[src/rtl/ft245_model_pkg.sv]
`default_nettype none
// ============================================================================
// Module   : ft245_model_pkg
// Purpose  : Shared types and constants for the FT245 device model.
//            Holds the read/write FSM state encodings and the bit positions
//            of the sticky error vector.
// Revision : 1.0 - initial release
// ============================================================================
package ft245_model_pkg;

  typedef enum logic [1:0] {
    R_IDLE  = 2'd0,
    R_WAIT  = 2'd1,
    R_DRIVE = 2'd2,
    R_PRE   = 2'd3
  } rd_state_t;

  typedef enum logic [1:0] {
    W_IDLE   = 2'd0,
    W_ACTIVE = 2'd1,
    W_PRE    = 2'd2
  } wr_state_t;

  localparam int ERR_RD_EMPTY = 0;
  localparam int ERR_WR_FULL  = 1;
  localparam int ERR_OVERLAP  = 2;

endpackage
`default_nettype wire

[src/rtl/ft245_byte_fifo.sv]
`default_nettype none
// ============================================================================
// Module   : ft245_byte_fifo
// Purpose  : Byte-wide synchronous FIFO with registered occupancy count.
// Ports    : clk, rst_n      - clock, asynchronous active-low reset
//            push_i, din_i   - write strobe and data
//            pop_i           - read strobe (head advances)
//            dout_o          - current head byte
//            full_o, empty_o - status derived from the occupancy count
//            level_o         - occupancy, 0..DEPTH
// Revision : 1.0 - initial release
// ============================================================================
module ft245_byte_fifo
  import ft245_model_pkg::*;
#(
  parameter int DEPTH = 16
) (
  input  logic                       clk,
  input  logic                       rst_n,
  input  logic                       push_i,
  input  logic [7:0]                 din_i,
  input  logic                       pop_i,
  output logic [7:0]                 dout_o,
  output logic                       full_o,
  output logic                       empty_o,
  output logic [$clog2(DEPTH+1)-1:0] level_o
);

  localparam int PW = $clog2(DEPTH);
  localparam int LW = $clog2(DEPTH + 1);

  logic [7:0]    mem_q [DEPTH];
  logic [PW-1:0] wptr_q;
  logic [PW-1:0] rptr_q;
  logic [LW-1:0] level_q;

  // Storage needs no reset; only pointers and count define validity.
  always_ff @(posedge clk) begin
    if (push_i) begin
      mem_q[wptr_q] <= din_i;
    end
  end

  // DEPTH is a power of two, so the pointers wrap on natural overflow.
  always_ff @(posedge clk or negedge rst_n) begin
    if (!rst_n) begin
      wptr_q  <= '0;
      rptr_q  <= '0;
      level_q <= '0;
    end else begin
      if (push_i) wptr_q <= wptr_q + 1'b1;
      if (pop_i)  rptr_q <= rptr_q + 1'b1;
      case ({push_i, pop_i})
        2'b10:   level_q <= level_q + 1'b1;
        2'b01:   level_q <= level_q - 1'b1;
        default: level_q <= level_q;
      endcase
    end
  end

  assign dout_o  = mem_q[rptr_q];
  assign full_o  = (level_q == LW'(DEPTH));
  assign empty_o = (level_q == '0);
  assign level_o = level_q;

endmodule
`default_nettype wire

[config.mk]
export PLATFORM = sky130hd
export DESIGN_NAME = ft245_byte_fifo
export DESIGN_NICKNAME = d
export VERILOG_FILES = /design/src/rtl/ft245_model_pkg.sv /design/src/rtl/ft245_byte_fifo.sv
export SDC_FILE = /design/constraint.sdc
export NUM_CORES = 1
export LEC_CHECK = 0
export ABC_AREA = 1
export CAP_MARGIN = 5
export CORE_ASPECT_RATIO = 0.9
export CORE_MARGIN = 2
export CORE_UTILIZATION = 54
export DETAILED_ROUTE_END_ITERATION = 12
export PLACE_DENSITY_LB_ADDON = 0.3
export SLEW_MARGIN = 20
export SYNTH_ARGS = -nofsm -noshare
export SYNTH_HDL_FRONTEND = slang
export SYNTH_SLANG_ARGS = --single-unit
[constraint.sdc]
create_clock -name clk -period 1.4 [get_ports clk]
set_input_delay 0.21 -clock clk [delete_from_list [all_inputs] [get_ports clk]]
set_output_delay 0.21 -clock clk [all_outputs]
set_load 0.01 [all_outputs]
* After elaboration in Yosys (flattened, before gate mapping)
Memory sizes are Yosys's and may differ from the RTL's. Cells that the tools add are included.
Word-level totals: memory bits (read-only) 0, bits of input ports 12, RAM bits 128, memories 1, output and inout port bits 15, word-level logic and storage cells 16, latch bits 0, bits in registers 13
Memory list:
- mem_q | words 16, bits a word 8, rd ports 1, clocked after memory_dff 0, wr ports 1, line ft245_byte_fifo.sv:32 | logic [7:0] mem_q [DEPTH];
Operators by class: $mul 0, reductions and logical operators 2, magnitude comparators 0, shift operators 0, add/subtract/negate cells 4, bitwise operators 0, eq/ne operators 3, multiplexer cells 3, divide/modulo/power cells 0
Operators with widths (count):
- 5-bit case mux with 2 select lines | 1
- 4-bit by 1-bit adder with 4-bit output, second input constant | 2
- 5-bit by 1-bit adder with 5-bit output, second input constant | 1
- 5-bit == test, second input constant | 1
- 5-bit zero test | 1
- 5-bit by 1-bit subtractor with 5-bit output, second input constant | 1
- 2-bit by 1-bit == test with 1-bit output, second input constant | 1
- 2-bit == test, second input constant | 1
- 1-bit two-way mux | 2
- 2-bit nonzero test | 1

* Longest topological paths before layout
word-level depth 2, mapped depth 14, mapped depth without buffers 13

* Worst setup path after synthesis
Ideal clock, no wire load.
path type input-to-reg, start in push_i, end reg level_q[4] (netlist: level_o[4]), setup time 117 ps, required time 1283 ps, path slack -167 ps, buffers on the path 1, stages on the path 14, arrival 1449 ps, path through buf_2 > inv_1 > ha_1 > nand2_1 > inv_1 > nor2_1 > ha_1 > inv_1 > nand2_1 > nand3_1 > nand2_1 > nand2_1 > nand3_1 > nand2_1
Between the ends: cells in the longest elaborated chain, start to end 2, elaborated cells on any way between the ends 4, those cells by class eq/ne: 2; mux: 1; reduce/logical: 1
Ends and longest elaborated chain:
- start, declared | line ft245_byte_fifo.sv:20 | input logic push_i,
- 2-bit by 1-bit == test with 1-bit output or 2-bit == test (tied branches) | line ft245_byte_fifo.sv:53 | case ({push_i, pop_i})
- 5-bit case mux with 2 select lines or 2-bit nonzero test (tied branches)
- end signal, assigned | line ft245_byte_fifo.sv:54 | 2'b10: level_q <= level_q + 1'b1;
- end signal, assigned | line ft245_byte_fifo.sv:55 | 2'b01: level_q <= level_q - 1'b1;
- end signal, assigned | line ft245_byte_fifo.sv:56 | default: level_q <= level_q;
- end, declared | line ft245_byte_fifo.sv:35 | logic [LW-1:0] level_q;
Several ways; a longest one is shown, not always the timed one. A chain may end at the register's enable or synchronous reset.

* Worst setup path after layout
start reg rptr_q[0], end out dout_o[7]
Between the ends: cells in the longest elaborated chain, start to end 1
Ends and longest elaborated chain:
- start, declared | line ft245_byte_fifo.sv:34 | logic [PW-1:0] rptr_q;
- start signal, assigned | line ft245_byte_fifo.sv:52 | if (pop_i) rptr_q <= rptr_q + 1'b1;
- memory read 16 x 8 bit
- end, declared | line ft245_byte_fifo.sv:23 | output logic [7:0] dout_o,
Every way passes these cells.

==> results.py <==
metrics = {
    "clock_network": {
        "h-tree-depth": 4,
        "holdBufCountCts": 0,
        "clk_pin_slew_ns": 0.06,
        "cts.sinks": 141,
        "cts_buffers": 17,
        "cts_tree": "built",
        "clock_latency_ns": 0.42,
        "clock_path_buffers": 2,
        "root_buffer": "clkbuf_16",
    },
    "cells_and_area": {
        "drive_gt1_share_pct": 34.54,
        "nets": 642,
        "instances_no_fill": 767,
        "antenna_cells": 0,
        "seqCellArea_um2": 4173,
        "fillers": 615,
        "multi_input_area_um2": 1914,
        "area_delta_synth_final_pct": 37.38,
    },
    "sta": {
        "period_minus_slack_ns": 2.177,
        "tightest_slew_ns": 0.3282,
        "clock_skew_ns": 0.01620,
        "rsz0062_at_grt": "yes",
        "slew_headroom_pct": 78.07,
        "hold_violations": 0,
        "post-route-period-util_pct": 155.5,
        "drv_slew": 0,
        "worst_slack_ns": -0.7774,
        "setup_viol": 18,
        "fmax_mhz": 459.3,
        "fin_setup_tns_ns": -6.229,
    },
    "hold_path": {
        "min_path_type": "in -> async",
    },
    "critical_path": {
        "cpPeakStageDelay_ns": 0.46,
        "critPathLaunch": "rptr_q[0]$_DFFE_PN0P_",
        "r2r-start": "rptr_q[0]$_DFFE_PN0P_",
        "cp_top_family": "buffers and inverters",
        "crit_buf_inv": 4,
        "cp_max_fo": 7,
        "crit_top_cell": "nand3_1",
        "worstPathRequired_ns": 1.19,
        "crit_type": "reg -> out",
        "crit_path_cell_trace": "buf_12, buf_8, buf_4, o211ai_1, nand3_1, nand3_1, nand2_1, buf_2",
        "worst_path_max_delay_cell": "dfrtp_2",
        "end_kind": "output pin",
        "timing.critical_path.from_type": "flop",
        "arrival_ns": 1.97,
    },
    "die": {
        "num_rows": 36,
        "die_h_um": 103.9,
        "core-area_um2": 10810,
        "die_x_um": 115.0,
        "start_util_pct": 55.43,
        "ioPinCount": 27,
        "die-area_um2": 11960,
    },
    "global_routing": {
        "grt_first_pass_wirelength_um": 24320,
        "grt_pass1_vias": 4436,
        "antenna_found_initial": 0,
        "grt_overflow": 0,
        "grt_max_degree": 24,
        "track_usage_pct": 28.10,
    },
    "detailed_routing": {
        "routed_wl_um": 16430,
        "initialDrtViolationCount": 460,
        "ant_nets": 0,
        "first_pass_iters": 5,
        "drc_errors": 0,
        "dr_total_vias": 4460,
        "wl_per_cell_um": 21.42,
        "routed_via_density": 5.815,
    },
    "synth": {
        "syn_nets": 539,
        "ys_ff_latch": 141,
        "netlist_area_um2": 5992,
        "ys_types": 21,
        "yosys_warnings": 0,
        "synth_seq_area_share_pct": 69.58,
        "avgSynthCellArea_um2": 11.57,
        "synth_cells": 518,
    },
    "status": {
        "violations": "negative setup slack",
        "status": "finished with violations",
    },
    "placed_design": {
        "gp_congestion": 0.8068,
        "placedCellCount": 710,
        "io_buffer_count": 26,
        "dp_hpwl_um": 8792,
        "place_ws_ns": -0.6088,
    },
    "power": {
        "peakVddDrop_v": 0.001655,
        "power.density_nw_per_um2": 2273,
        "p_leak_nw": 3.151,
    },
    "job": {
        "drv_cap": 0,
    },
}
## path summary, 6_finish.rpt
kind,endpoint,slack (ns),cells after the start
max,dout_o[7],-0.78,8
min,level_o[0]$_DFFE_PN0P_,0.11,2
max reg2reg,rptr_q[1]$_DFFE_PN0P_,-0.03,5
min reg2reg,level_o[4]$_DFFE_PN0P_,0.59,2
max in group asynchronous,wptr_q[1]$_DFFE_PN0P_,1.09,2
min in group clk,wptr_q[0]$_DFFE_PN0P_,0.35,3
## area by class of cell
class / count / share of cell area (%)
Timing Repair Buffer: 109 / 14.62
Multi-Input combinational cell: 310 / 23.26
Clock buffer: 18 / 5.214
Clock inverter: 14 / 2.128
Inverter: 42 / 2.067
Tap cell: 133 / 2.022
Sequential cell: 141 / 50.69
## flip-flops by register name (all words and copies together) (netlist names)
name,flops
level_o,5
mem_q,128
rptr_q,4
wptr_q,4
## power by group
part	switching (mW)	total, mW	internal [mW]
Combinational	4.85	8.64	3.80
Clock	1.66	4.60	2.95
Sequential	0.289	5.46	5.17
Total	6.79	18.7	11.9
## layout by cell type (no fill, tap or decap), types with 2 or more instances in the layout
| cell type | netlist | layout |
|---|---|---|
| o21ai_0 | 33 | 9 |
| o21ai_1 | 14 | 26 |
| xor2_1 | 7 | 7 |
| clkinv_2 | 0 | 7 |
| clkbuf_16 | 0 | 17 |
| nand2_2 | 0 | 8 |
| nor2_4 | 0 | 16 |
| bufinv_16 | 0 | 4 |
| nand4_1 | 2 | 2 |
| dfrtp_2 | 0 | 3 |
| buf_8 | 0 | 6 |
| buf_16 | 0 | 5 |
| buf_12 | 0 | 11 |
| nor2_1 | 104 | 66 |
| inv_1 | 39 | 34 |
| edfxtp_1 | 128 | 128 |
| dfrtp_1 | 13 | 10 |
| nand2_4 | 0 | 4 |
| ha_4 | 0 | 5 |
| nand3_1 | 53 | 40 |
| nand2_1 | 61 | 49 |
| inv_2 | 2 | 6 |
| nor2_2 | 0 | 22 |
| buf_6 | 4 | 25 |
| clkdlybuf4s50_1 | 0 | 10 |
| buf_2 | 16 | 7 |
| ha_1 | 9 | 3 |
| o21ai_2 | 0 | 11 |
| clkinv_1 | 1 | 2 |
| buf_4 | 5 | 42 |
| a21oi_1 | 3 | 2 |
| nand3_2 | 0 | 13 |
| o211ai_1 | 21 | 21 |
## repair_timing
item                                    CTS  global route
cloned                                    6             0
endpoints found under the setup margin  121           145
pin swaps                                51            35
setup buffers                            18             7
gates resized for setup                 147            94
## worst reg2reg max path: stages (launching register included)
cell	delay [ns]
dfrtp_2	0.46
buf_4	0.17
buf_12	0.15
ha_1	0.32
nand2_1	0.12
o21ai_0	0.09
## metrics by stage
step | area [um^2] | power (mW) | util, % | hold slack, ns
detailed placement | 6843 | 11.58 | 63.30 | 0.5320
CTS | 7944 | 17.73 | 73.48 | 0.09280
floorplan | 6020 | 8.968 | - | -0.08559
global placement | 6843 | 11.39 | 63.30 | 0.5163
finish | 8232 | 18.71 | 76.15 | 0.1077
global route | 8232 | 19.51 | 76.15 | 0.1004
## cell usage after synthesis, drive strengths merged
| cell | count | share of area, % |
|---|---|---|
| nand2 | 61 | 3.8 |
| clkinv | 1 | 0.063 |
| a21oi | 3 | 0.25 |
| nor2 | 104 | 6.5 |
| nand3b | 1 | 0.13 |
| edfxtp | 128 | 64 |
| xor2 | 7 | 1.0 |
| buf | 25 | 2.7 |
| nand4 | 2 | 0.21 |
| xnor2 | 1 | 0.15 |
| o21bai | 1 | 0.13 |
| nand3 | 53 | 4.4 |
| inv | 41 | 2.6 |
| ha | 9 | 1.9 |
| o211ai | 21 | 2.6 |
| dfrtp | 13 | 5.4 |
| o21ai | 47 | 3.9 |
## layer usage
metal / vias to the layer above / routed length, um / GRT usage (%) / part of all wire (%)
met3: 44 / 1332 / 7.343 / 8.1
met2: 256 / 8437 / 44.54 / 51
met4: 0 / 507 / 13.17 / 3.1
met5: - / 0 / 0 / 0
met1: 2150 / 6154 / 36.26 / 37
li1: 2010 / - / - / -
## logic make-up (layout without fill, tap and decap cells)
family,Yosys count,in the layout,share of synthesized area (%)
flip-flops,141,141,69.58
XOR/XNOR,8,8,1.169
buffers and inverters,67,183,5.346
adder cells (fa/ha/maj),9,9,1.879
AND/OR/NAND/NOR,221,221,15.10
AO/OA/AOI/OAI,72,72,6.933
Power figures use the tool's default switching activity.
